--- config.mk ---
export PLATFORM = sky130hd
export DESIGN_NAME = uart_cmd_controller
export DESIGN_NICKNAME = d
export VERILOG_FILES = /design/src/rtl/tpu_uart_pkg.sv /design/src/rtl/uart_serdes.sv /design/src/rtl/uart_cmd_controller.sv
export SDC_FILE = /design/constraint.sdc
export NUM_CORES = 1
export LEC_CHECK = 0
export CORE_ASPECT_RATIO = 2
export CORE_MARGIN = 2
export CORE_UTILIZATION = 56
export CTS_BUF_LIST = sky130_fd_sc_hd__clkbuf_2
export CTS_CLUSTER_DIAMETER = 80
export DETAILED_ROUTE_END_ITERATION = 10
export PLACE_DENSITY = 0.92
export SKIP_CTS_REPAIR_TIMING = 1
export SYNTH_ARGS = -nofsm -noshare
export SYNTH_HDL_FRONTEND = slang
export SYNTH_SLANG_ARGS = --single-unit
--- constraint.sdc ---
create_clock -name clk -period 3 [get_ports clk]
set_clock_uncertainty 0.1 [all_clocks]
set_input_delay 0.75 -clock clk [delete_from_list [all_inputs] [get_ports clk]]
set_output_delay 0.75 -clock clk [all_outputs]
set_load 0.1 [all_outputs]
--- src/rtl/tpu_uart_pkg.sv ---
// Shared definitions for the host UART command front end: opcodes, FSM encodings, payload sizes.
package tpu_uart_pkg;

    localparam logic [7:0] CMD_LOAD_W   = 8'h01;
    localparam logic [7:0] CMD_LOAD_ACT = 8'h02;
    localparam logic [7:0] CMD_START    = 8'h03;
    localparam logic [7:0] CMD_RESET_W  = 8'h04;
    localparam logic [7:0] CMD_STATUS   = 8'h05;
    localparam logic [7:0] CMD_READ_ACC = 8'h06;

    localparam int unsigned NUM_WEIGHT_BYTES = 4;
    localparam int unsigned NUM_ACT_BYTES    = 2;

    typedef enum logic [3:0] {
        ST_IDLE      = 4'd0,
        ST_RECV_W    = 4'd1,
        ST_RECV_ACT  = 4'd2,
        ST_EXEC      = 4'd3,
        ST_RESP_SEND = 4'd4,
        ST_RESP_WAIT = 4'd5
    } ctrl_state_t;

    typedef enum logic [1:0] {
        RX_IDLE  = 2'd0,
        RX_START = 2'd1,
        RX_DATA  = 2'd2,
        RX_STOP  = 2'd3
    } rx_state_t;

    typedef enum logic {
        TX_IDLE = 1'b0,
        TX_BUSY = 1'b1
    } tx_state_t;

endpackage

--- src/rtl/uart_serdes.sv ---
// UART 8N1 receiver and transmitter with a byte-wide rx_valid and tx_valid/tx_ready interface.
module uart_serdes
    import tpu_uart_pkg::*;
#(
    parameter int unsigned CLKS_PER_BIT = 868
) (
    input  logic       clk,
    input  logic       rst,
    input  logic       uart_rx,
    output logic       uart_tx,
    output logic       rx_valid,
    output logic [7:0] rx_data,
    input  logic       tx_valid,
    input  logic [7:0] tx_data,
    output logic       tx_ready
);

    localparam int unsigned CNT_W = $clog2(CLKS_PER_BIT) + 1;
    localparam logic [CNT_W-1:0] BIT_LAST  = CNT_W'(CLKS_PER_BIT - 1);
    localparam logic [CNT_W-1:0] HALF_LAST = CNT_W'(CLKS_PER_BIT / 2 - 1);

    logic             rx_meta, rx_s, rx_prev;
    rx_state_t        rx_state, rx_state_d;
    logic [CNT_W-1:0] rx_cnt, rx_cnt_d;
    logic [2:0]       rx_bit, rx_bit_d;
    logic [7:0]       rx_shift, rx_shift_d, rx_data_d;
    logic             rx_valid_d;

    tx_state_t        tx_state, tx_state_d;
    logic [CNT_W-1:0] tx_cnt, tx_cnt_d;
    logic [3:0]       tx_bit, tx_bit_d;
    logic [8:0]       tx_shift, tx_shift_d;
    logic             uart_tx_d, tx_ready_d;

    always_ff @(posedge clk) begin
        if (!rst) begin
            rx_meta  <= 1'b1;
            rx_s     <= 1'b1;
            rx_prev  <= 1'b1;
            rx_state <= RX_IDLE;
            rx_cnt   <= '0;
            rx_bit   <= '0;
            rx_shift <= '0;
            rx_valid <= 1'b0;
            rx_data  <= '0;
            tx_state <= TX_IDLE;
            tx_cnt   <= '0;
            tx_bit   <= '0;
            tx_shift <= '1;
            uart_tx  <= 1'b1;
            tx_ready <= 1'b1;
        end else begin
            rx_meta  <= uart_rx;
            rx_s     <= rx_meta;
            rx_prev  <= rx_s;
            rx_state <= rx_state_d;
            rx_cnt   <= rx_cnt_d;
            rx_bit   <= rx_bit_d;
            rx_shift <= rx_shift_d;
            rx_valid <= rx_valid_d;
            rx_data  <= rx_data_d;
            tx_state <= tx_state_d;
            tx_cnt   <= tx_cnt_d;
            tx_bit   <= tx_bit_d;
            tx_shift <= tx_shift_d;
            uart_tx  <= uart_tx_d;
            tx_ready <= tx_ready_d;
        end
    end

    // Receiver: only a falling edge starts a frame, so a line held low after a bad stop is ignored.
    always_comb begin
        rx_state_d = rx_state;
        rx_cnt_d   = CNT_W'(rx_cnt + 1'b1);
        rx_bit_d   = rx_bit;
        rx_shift_d = rx_shift;
        rx_valid_d = 1'b0;
        rx_data_d  = rx_data;
        case (rx_state)
            RX_IDLE: begin
                rx_cnt_d = '0;
                if (rx_prev && !rx_s) rx_state_d = RX_START;
            end
            RX_START: begin
                if (rx_cnt == HALF_LAST) begin
                    rx_cnt_d   = '0;
                    rx_bit_d   = '0;
                    rx_state_d = rx_s ? RX_IDLE : RX_DATA;
                end
            end
            RX_DATA: begin
                if (rx_cnt == BIT_LAST) begin
                    rx_cnt_d   = '0;
                    rx_shift_d = {rx_s, rx_shift[7:1]};
                    rx_bit_d   = 3'(rx_bit + 3'd1);
                    if (rx_bit == 3'd7) rx_state_d = RX_STOP;
                end
            end
            RX_STOP: begin
                if (rx_cnt == BIT_LAST) begin
                    rx_cnt_d   = '0;
                    rx_state_d = RX_IDLE;
                    if (rx_s) begin
                        rx_valid_d = 1'b1;
                        rx_data_d  = rx_shift;
                    end
                end
            end
            default: rx_state_d = RX_IDLE;
        endcase
    end

    // Transmitter: shift register holds data plus stop bit; start bit is driven on acceptance.
    always_comb begin
        tx_state_d = tx_state;
        tx_cnt_d   = CNT_W'(tx_cnt + 1'b1);
        tx_bit_d   = tx_bit;
        tx_shift_d = tx_shift;
        uart_tx_d  = uart_tx;
        tx_ready_d = tx_ready;
        case (tx_state)
            TX_IDLE: begin
                tx_cnt_d   = '0;
                tx_ready_d = 1'b1;
                uart_tx_d  = 1'b1;
                if (tx_valid && tx_ready) begin
                    tx_state_d = TX_BUSY;
                    uart_tx_d  = 1'b0;
                    tx_shift_d = {1'b1, tx_data};
                    tx_bit_d   = '0;
                    tx_ready_d = 1'b0;
                end
            end
            TX_BUSY: begin
                if (tx_cnt == BIT_LAST) begin
                    tx_cnt_d = '0;
                    if (tx_bit == 4'd9) begin
                        tx_state_d = TX_IDLE;
                        tx_ready_d = 1'b1;
                    end else begin
                        uart_tx_d  = tx_shift[0];
                        tx_shift_d = {1'b1, tx_shift[8:1]};
                        tx_bit_d   = 4'(tx_bit + 4'd1);
                    end
                end
            end
            default: tx_state_d = TX_IDLE;
        endcase
    end

endmodule

--- src/rtl/uart_cmd_controller.sv ---
// Host command front end: decodes UART byte streams into weight/activation loads, MLP start
// and status/accumulator readback.
module uart_cmd_controller
    import tpu_uart_pkg::*;
#(
    parameter int unsigned CLOCK_FREQ = 100_000_000,
    parameter int unsigned BAUD_RATE  = 115200
) (
    input  logic               clk,
    input  logic               rst,
    input  logic               uart_rx,
    output logic               uart_tx,
    output logic               wf_push_col0,
    output logic               wf_push_col1,
    output logic [7:0]         wf_data_in,
    output logic               wf_reset,
    output logic               init_act_valid,
    output logic [15:0]        init_act_data,
    output logic               start_mlp,
    output logic               weights_ready,
    input  logic [2:0]         mlp_state,
    input  logic [4:0]         mlp_cycle_cnt,
    input  logic signed [31:0] mlp_acc0,
    output logic [3:0]         dbg_state,
    output logic [7:0]         dbg_cmd_reg,
    output logic [2:0]         dbg_byte_count,
    output logic [1:0]         dbg_resp_byte_idx,
    output logic               dbg_tx_valid,
    output logic               dbg_tx_ready,
    output logic               dbg_rx_valid,
    output logic               dbg_weights_ready,
    output logic               dbg_start_mlp
);

    localparam int unsigned CLKS_PER_BIT = CLOCK_FREQ / BAUD_RATE;

    ctrl_state_t state, state_d;
    logic [7:0]  cmd_reg, cmd_d;
    logic [2:0]  byte_count, byte_count_d;
    logic [1:0]  resp_idx, resp_idx_d, resp_last_c;
    logic [31:0] snap, snap_d;
    logic        push0_d, push1_d, wf_reset_d, act_valid_d, start_d, wready_d;
    logic [7:0]  wf_data_d;
    logic [15:0] act_data_d;
    logic        rx_valid, tx_ready, tx_valid_c;
    logic [7:0]  rx_data, tx_byte_c;

    uart_serdes #(.CLKS_PER_BIT(CLKS_PER_BIT)) u_serdes (
        .clk      (clk),
        .rst      (rst),
        .uart_rx  (uart_rx),
        .uart_tx  (uart_tx),
        .rx_valid (rx_valid),
        .rx_data  (rx_data),
        .tx_valid (tx_valid_c),
        .tx_data  (tx_byte_c),
        .tx_ready (tx_ready)
    );

    always_ff @(posedge clk) begin
        if (!rst) begin
            state          <= ST_IDLE;
            cmd_reg        <= '0;
            byte_count     <= '0;
            resp_idx       <= '0;
            snap           <= '0;
            wf_push_col0   <= 1'b0;
            wf_push_col1   <= 1'b0;
            wf_data_in     <= '0;
            wf_reset       <= 1'b0;
            init_act_valid <= 1'b0;
            init_act_data  <= '0;
            start_mlp      <= 1'b0;
            weights_ready  <= 1'b0;
            dbg_tx_valid   <= 1'b0;
            dbg_tx_ready   <= 1'b0;
            dbg_rx_valid   <= 1'b0;
        end else begin
            state          <= state_d;
            cmd_reg        <= cmd_d;
            byte_count     <= byte_count_d;
            resp_idx       <= resp_idx_d;
            snap           <= snap_d;
            wf_push_col0   <= push0_d;
            wf_push_col1   <= push1_d;
            wf_data_in     <= wf_data_d;
            wf_reset       <= wf_reset_d;
            init_act_valid <= act_valid_d;
            init_act_data  <= act_data_d;
            start_mlp      <= start_d;
            weights_ready  <= wready_d;
            dbg_tx_valid   <= tx_valid_c;
            dbg_tx_ready   <= tx_ready;
            dbg_rx_valid   <= rx_valid;
        end
    end

    assign dbg_state         = state;
    assign dbg_cmd_reg       = cmd_reg;
    assign dbg_byte_count    = byte_count;
    assign dbg_resp_byte_idx = resp_idx;
    assign dbg_weights_ready = weights_ready;
    assign dbg_start_mlp     = start_mlp;

    // Command FSM; STATUS also goes through the snapshot so both responses share one byte path.
    always_comb begin
        state_d      = state;
        cmd_d        = cmd_reg;
        byte_count_d = byte_count;
        resp_idx_d   = resp_idx;
        snap_d       = snap;
        push0_d      = 1'b0;
        push1_d      = 1'b0;
        wf_reset_d   = 1'b0;
        act_valid_d  = 1'b0;
        start_d      = 1'b0;
        wready_d     = weights_ready;
        wf_data_d    = wf_data_in;
        act_data_d   = init_act_data;
        tx_valid_c   = 1'b0;
        resp_last_c  = (cmd_reg == CMD_STATUS) ? 2'd0 : 2'd3;
        tx_byte_c    = 8'(snap >> {resp_idx, 3'b000});
        case (state)
            ST_IDLE: begin
                if (rx_valid) begin
                    cmd_d = rx_data;
                    case (rx_data)
                        CMD_LOAD_W: begin
                            state_d      = ST_RECV_W;
                            byte_count_d = '0;
                        end
                        CMD_LOAD_ACT: begin
                            state_d      = ST_RECV_ACT;
                            byte_count_d = '0;
                        end
                        CMD_START: begin
                            state_d = ST_EXEC;
                            start_d = weights_ready && (mlp_state == 3'd0);
                        end
                        CMD_RESET_W: begin
                            state_d    = ST_EXEC;
                            wf_reset_d = 1'b1;
                            wready_d   = 1'b0;
                        end
                        CMD_STATUS: begin
                            state_d    = ST_RESP_SEND;
                            resp_idx_d = '0;
                            snap_d     = {24'd0, mlp_state, mlp_cycle_cnt};
                        end
                        CMD_READ_ACC: begin
                            state_d    = ST_RESP_SEND;
                            resp_idx_d = '0;
                            snap_d     = 32'(mlp_acc0);
                        end
                        default: ;
                    endcase
                end
            end
            ST_RECV_W: begin
                if (rx_valid) begin
                    wf_data_d    = rx_data;
                    byte_count_d = 3'(byte_count + 3'd1);
                    if (byte_count < 3'(NUM_WEIGHT_BYTES / 2)) push0_d = 1'b1;
                    else                                       push1_d = 1'b1;
                    if (byte_count == 3'(NUM_WEIGHT_BYTES - 1)) begin
                        wready_d = 1'b1;
                        state_d  = ST_IDLE;
                    end
                end
            end
            ST_RECV_ACT: begin
                if (rx_valid) begin
                    byte_count_d = 3'(byte_count + 3'd1);
                    if (byte_count == 3'(NUM_ACT_BYTES - 1)) begin
                        act_data_d[15:8] = rx_data;
                        act_valid_d      = 1'b1;
                        state_d          = ST_IDLE;
                    end else begin
                        act_data_d[7:0] = rx_data;
                    end
                end
            end
            ST_EXEC: state_d = ST_IDLE;
            ST_RESP_SEND: begin
                tx_valid_c = 1'b1;
                if (tx_ready) state_d = ST_RESP_WAIT;
            end
            ST_RESP_WAIT: begin
                if (tx_ready) begin
                    if (resp_idx == resp_last_c) begin
                        state_d = ST_IDLE;
                    end else begin
                        resp_idx_d = 2'(resp_idx + 2'd1);
                        state_d    = ST_RESP_SEND;
                    end
                end
            end
            default: state_d = ST_IDLE;
        endcase
    end

endmodule

# Word-level counts from Yosys, hierarchy flattened
# Cells that the tools add are included.
# totals
regBits,145
latchBits,0
mem_bits_rw,0
mem_bits_ro,0
inputBits,43
output_inout_bits,53
wordCells,190
memories,0
# classes
addsub,6
multipliers,0
div_mod_pow,0
magnitude_cmp,1
eq_ne,44
shift,1
mux,66
bitwise_logic,2
n_reduce_logical,38
# op_table
operator,n
$pmux 32 s2,1
$mux 4,10
$mux 11,3
$pmux 11 s3,1
$eq 8x3->1 const B,4
$shr 32x5->8,1
$reduce_and 3->1,10
$mux 9,3
$ne 2x1->1 const B,13
$add 11x1->11 const B,2
$eq 11x10->1 const B,2
$mux 2,11
$pmux 11 s2,1
$pmux 4 s5,1
$mux 1,18
$mux 3,6
$pmux 9 s2,1
$eq 8x2->1 const B,2
$ne 2x2->1 const B,8
$pmux 4 s4,1
$reduce_and 5->1,3
$pmux 3 s2,2
$eq 11x9->1 const B,1
$reduce_and 2->1,5
other kinds (30),48

# Logic depth before layout (Yosys ltp)
# Gate-level depths: netlist (run 1).
# depth
word_depth,6
depth_mapped,8
mapped_depth_nobuf,7

# Modules after synthesis
# From an unflattened synthesis (run 1), not the netlist that was laid out.
# hier_totals
hier_cells,660
area_unflattened_um2,6185.9
# by_module_without_submodules
mod,instances,cells_each,area_per_inst_um2
uart_cmd_controller,1,369,3414.5
uart_serdes,1,291,2771.4

# Worst setup path before layout (run 1)
# Ideal clock, no wire load.
# synth_path
path_type,register to register
start,reg resp_idx[0] (netlist: dbg_resp_byte_idx[0])
end,reg u_serdes.tx_shift[3]
setup_time_ns,0.129
arrival_ns,2.321
required_ns,2.771
setup_slack_ns,0.449
path_stages_with_launch,7
synth_period_minus_slack_ns,2.551
path_cell_list,dfxtp_1 -> clkbuf_1 -> mux4_2 -> nand2_1 -> nand2_1 -> mux2i_1 -> nand2_1
# synth_via
elab_chain_len,3
# synth_lines
element,line,source
from (decl),uart_cmd_controller.sv:40,"logic [1:0] resp_idx, resp_idx_d, resp_last_c;"
from (signal assigned),uart_cmd_controller.sv:82,resp_idx <= resp_idx_d;
$shr 32x5->8,uart_cmd_controller.sv:122,"tx_byte_c = 8'(snap >> {resp_idx, 3'b000});"
$mux 9,uart_serdes.sv:126,if (tx_valid && tx_ready) begin
$pmux 9 s2,uart_serdes.sv:121,case (tx_state)
to (signal assigned),uart_serdes.sv:65,tx_shift <= tx_shift_d;
to (decl),uart_serdes.sv:32,"logic [8:0] tx_shift, tx_shift_d;"
# Every way passes these cells. The select of a mux whose other input is x is not followed.
# A chain may end at the register's enable or synchronous reset.

# Final worst setup path (run 1)
# layout_path
start,reg resp_idx[0] (netlist: dbg_resp_byte_idx[0])
end,out dbg_resp_byte_idx[0]
# layout_rtl
element,line,source
to (decl),uart_cmd_controller.sv:27,"output logic [1:0] dbg_resp_byte_idx,"
# No word-level cell between the ends.

==> flow_metrics.env, run 1 <==
export IMPL_status="finished, final reports clean"
export IMPL_die_area_sq_mm=0.0122
export IMPL_ir_drop_mv=0.447
export IMPL_synthAdderAreaFrac_pct=2.78
export IMPL_ant_nets=0
export IMPL_wl_per_cell_um=16.5
export IMPL_syn_area_per_cell_sq_um=8.97
export IMPL_clkSinkCount=143
export IMPL_use_met1_pct=25.7
export IMPL_multiInputGateArea_sq_mm=0.00314
export IMPL_num_vias=5518
export IMPL_dp_cells=904
export IMPL_synth_top_family_by_area="simple AND/OR/NAND/NOR gates"
export IMPL_layout_setup_ws_ns=0.269
export IMPL_die_h_um=154
export IMPL_clk_path_buf_depth=2
export IMPL_setup_viol=0
export IMPL_layoutNonFillerInstCount=937
export IMPL_drv_slew=0
export IMPL_ys_warnings_count=0
export IMPL_grt_busiest_layer="met2"
export IMPL_antenna_found_initial=1
export IMPL_synth_largest_area_cell="dfxtp_1"
export IMPL_finalHoldViolCount=0
export IMPL_top_regs="snap (32), init_act_data (16)"
export IMPL_synthFlopType="dfxtp_1"
export IMPL_root_buffer="clkbuf_2"
export IMPL_drive_above_1_share_pct=16.0
export IMPL_synth_simple_area_share_pct=22.1
export IMPL_drt_wl_total_mm=15.5
export IMPL_clkTransAtPathRegs_ns=0.22
export IMPL_layout_nets=840
export IMPL_synth_xor_area_share_pct=2.50
export IMPL_largest_reg_flops=32
export IMPL_rsz0062_at_grt="no"
export IMPL_io_pin_count=96
export IMPL_cts_tree="built"
export IMPL_grt_overflow=0
export IMPL_vias_per_cell=5.89
export IMPL_syn_inst=703
export IMPL_die_w_um=79.0
export IMPL_cp_slowest_cell="dfxtp_1"
export IMPL_grt_max_degree=69
export IMPL_rows=54
export IMPL_met2_usage_pct=48.2
export IMPL_grtUsageTotal_pct=25.8
export IMPL_htreeDepth=4
export IMPL_synth_cell_types=62
export IMPL_crit_path_start_kind="flip-flop"
export IMPL_relSlewSlack_pct=55.4
export IMPL_yosysMostFrequentCell="dfxtp_1"
export IMPL_dr_pass1_iters=6
export IMPL_cp_data_required_time_ns=2.15
export IMPL_synth_edf_count=0
export IMPL_seq_area_sq_mm=0.00286
export IMPL_cap_violations=0
export IMPL_ys_ff_latch=143
export IMPL_dr_first_iter_drc_count=462
export IMPL_min_period_ns=2.73
export IMPL_place_congestion=0.879
export IMPL_syn_to_final_growth_pct=18.8
export IMPL_async_flop_share_pct=0
export IMPL_port_buffers=94
export IMPL_hold_class="flip-flop to flip-flop"
export IMPL_powerDensity_mw_per_mm2=467
export IMPL_cts_buffers=17
export IMPL_critPathMaxStageDelay_ns=0.79
export IMPL_worst_slew_pin_slew_ns=0.668
export IMPL_end_kind="primary output"
export IMPL_top_register="snap"
export IMPL_arrival_ns=1.88
export IMPL_worstSkewPairLatency_ns=0.69
export IMPL_post_route_period_util_pct=91.0
export IMPL_fillers=812
export IMPL_seq_area_frac_synth_pct=45.4
export IMPL_critPathTopFamily="flip-flops"
export IMPL_cp_max_fo=12
export IMPL_crit_type="flip-flop to primary output"
export IMPL_synth_area_sq_mm=0.00631
export IMPL_synthesis_nets=760
export IMPL_core_area_sq_mm=0.0109
export IMPL_grt_pass1_vias=5485
export IMPL_crit_buf_inv=1
export IMPL_worstPathCellList="buf_4"
export IMPL_dpl_hpwl_mm=11.1
export IMPL_setup_tns_ns=0
export IMPL_ys_top_cells_by_count="dfxtp_1 (143), nand2_1 (107), nor2_1 (83)"
export IMPL_clock_fmax_mhz=366
export IMPL_grt_pass1_wl_mm=24.8
export IMPL_drc=0
export IMPL_met3_usage_pct=5.11
export IMPL_synthMuxAreaShare_pct=11.6
export IMPL_synth_compound_area_share_pct=10.6
export IMPL_synth_area_top_cells="dfxtp_1 (45%), mux2i_1 (8.6%), nand2_1 (6.4%), nor2_1 (4.9%), a21oi_1 (4.3%)"
export IMPL_synth_top_cell_area_share_pct=45.4
export IMPL_start_util_pct=57.6
export IMPL_p_leak_nw=2.91
export IMPL_place_ws_ns=0.378
==> power by group <==
group          switching (mW)  total [mW]  leakage, nW  internal [mW]
clock network           0.702        1.42        0.190          0.722
logic                  0.0828       0.161         1.57         0.0783
registers             0.00546        1.91         1.15           1.91
total                   0.790        3.50         2.91           2.71
==> cell type report <==
class / count / area share (%)
clock buffers: 18 / 1.20
clock inverters: 14 / 3.17
well taps: 140 / 2.34
multi-input cells: 496 / 41.9
inverters: 18 / 0.902
repair buffers: 107 / 12.3
diodes: 1 / 0.0334
flip-flops and latches: 143 / 38.2
==> cell families after synthesis <==
family,Yosys count
mux,63
compound gates,101
flops,143
fa+ha+maj,14
simple gates,299
buf+inv,64
xor+xnor,18
other cells,1
==> path summary, 6_finish.rpt <==
path / to / from / depth (start not counted) / slack (ns)
max: dbg_resp_byte_idx[0] / dbg_resp_byte_idx[0]$_SDFFE_PN0P_ / 1 / 0.27
max reg2reg: u_serdes.tx_bit[2]$_SDFFE_PN0P_ / u_serdes.tx_cnt[0]$_SDFF_PP0_ / 6 / 0.32
min reg2reg: snap[18]$_SDFFE_PN0P_ / snap[18]$_SDFFE_PN0P_ / 2 / 0.36
min: snap[18]$_SDFFE_PN0P_ / snap[18]$_SDFFE_PN0P_ / 2 / 0.36
==> placed cells by master, fill, tap and decap left out, types with 3 or more instances in the layout <==
cell type | Yosys | final
nor2_1 | 83 | 83
o21a_1 | 3 | 3
nand2b_1 | 5 | 5
mux4_2 | 8 | 8
ha_1 | 14 | 14
clkdlybuf4s50_1 | 0 | 42
a211oi_2 | 8 | 8
nand4_1 | 5 | 5
nand3_1 | 44 | 44
inv_1 | 17 | 16
mux2i_1 | 54 | 54
and3_1 | 12 | 12
nor3_1 | 9 | 8
bufinv_16 | 0 | 6
nand2_1 | 107 | 107
a21oi_1 | 54 | 54
and2_1 | 4 | 4
a21boi_0 | 3 | 3
clkinv_4 | 0 | 3
dfxtp_1 | 143 | 143
clkbuf_2 | 0 | 18
a31oi_1 | 3 | 3
or3_1 | 7 | 7
nor2b_1 | 4 | 4
xnor2_1 | 9 | 9
xor2_1 | 9 | 9
buf_4 | 5 | 64
o21ai_0 | 10 | 10
==> metrics by stage <==
stage / hold WS [ns] / utilization, % / cell area, sq um / total power, mW
2_1_floorplan: 0.286 / - / 6310 / 2.03
3_3_place_gp: 0.293 / 65.4 / 7160 / 2.10
3_5_place_dp: 0.320 / 65.4 / 7160 / 2.11
4_1_cts: 0.366 / 68.4 / 7490 / 3.51
5_1_grt: 0.385 / 68.4 / 7490 / 3.61
6_report: 0.365 / 68.4 / 7490 / 3.50
==> routing by layer <==
layer | up-vias | routed length [um]
met5 | - | 0
met1 | 2684 | 5590
met3 | 55 | 723
met4 | 0 | 595
met2 | 204 | 8570
li1 | 2575 | -
No activity file was read; power rests on OpenSTA's default activity.
==> run 2: changes to the inputs <==
--- a/config.mk
+++ b/config.mk
@@ -16,3 +16,4 @@
 export SYNTH_ARGS = -nofsm -noshare
 export SYNTH_HDL_FRONTEND = slang
 export SYNTH_SLANG_ARGS = --single-unit
+export TNS_END_PERCENT = 20
==> results of run 2 <==
Same layout as run 1: the final DEF is identical, and so are final timing and power.
==> run 3: changes to the inputs <==
--- a/config.mk
+++ b/config.mk
@@ -10,6 +10,7 @@
 export CORE_UTILIZATION = 56
 export CTS_BUF_LIST = sky130_fd_sc_hd__clkbuf_2
 export CTS_CLUSTER_DIAMETER = 80
+export CTS_CLUSTER_SIZE = 25
 export DETAILED_ROUTE_END_ITERATION = 10
 export PLACE_DENSITY = 0.92
 export SKIP_CTS_REPAIR_TIMING = 1
==> results of run 3 <==
Same layout as run 1: the final DEF is identical, and so are final timing and power.
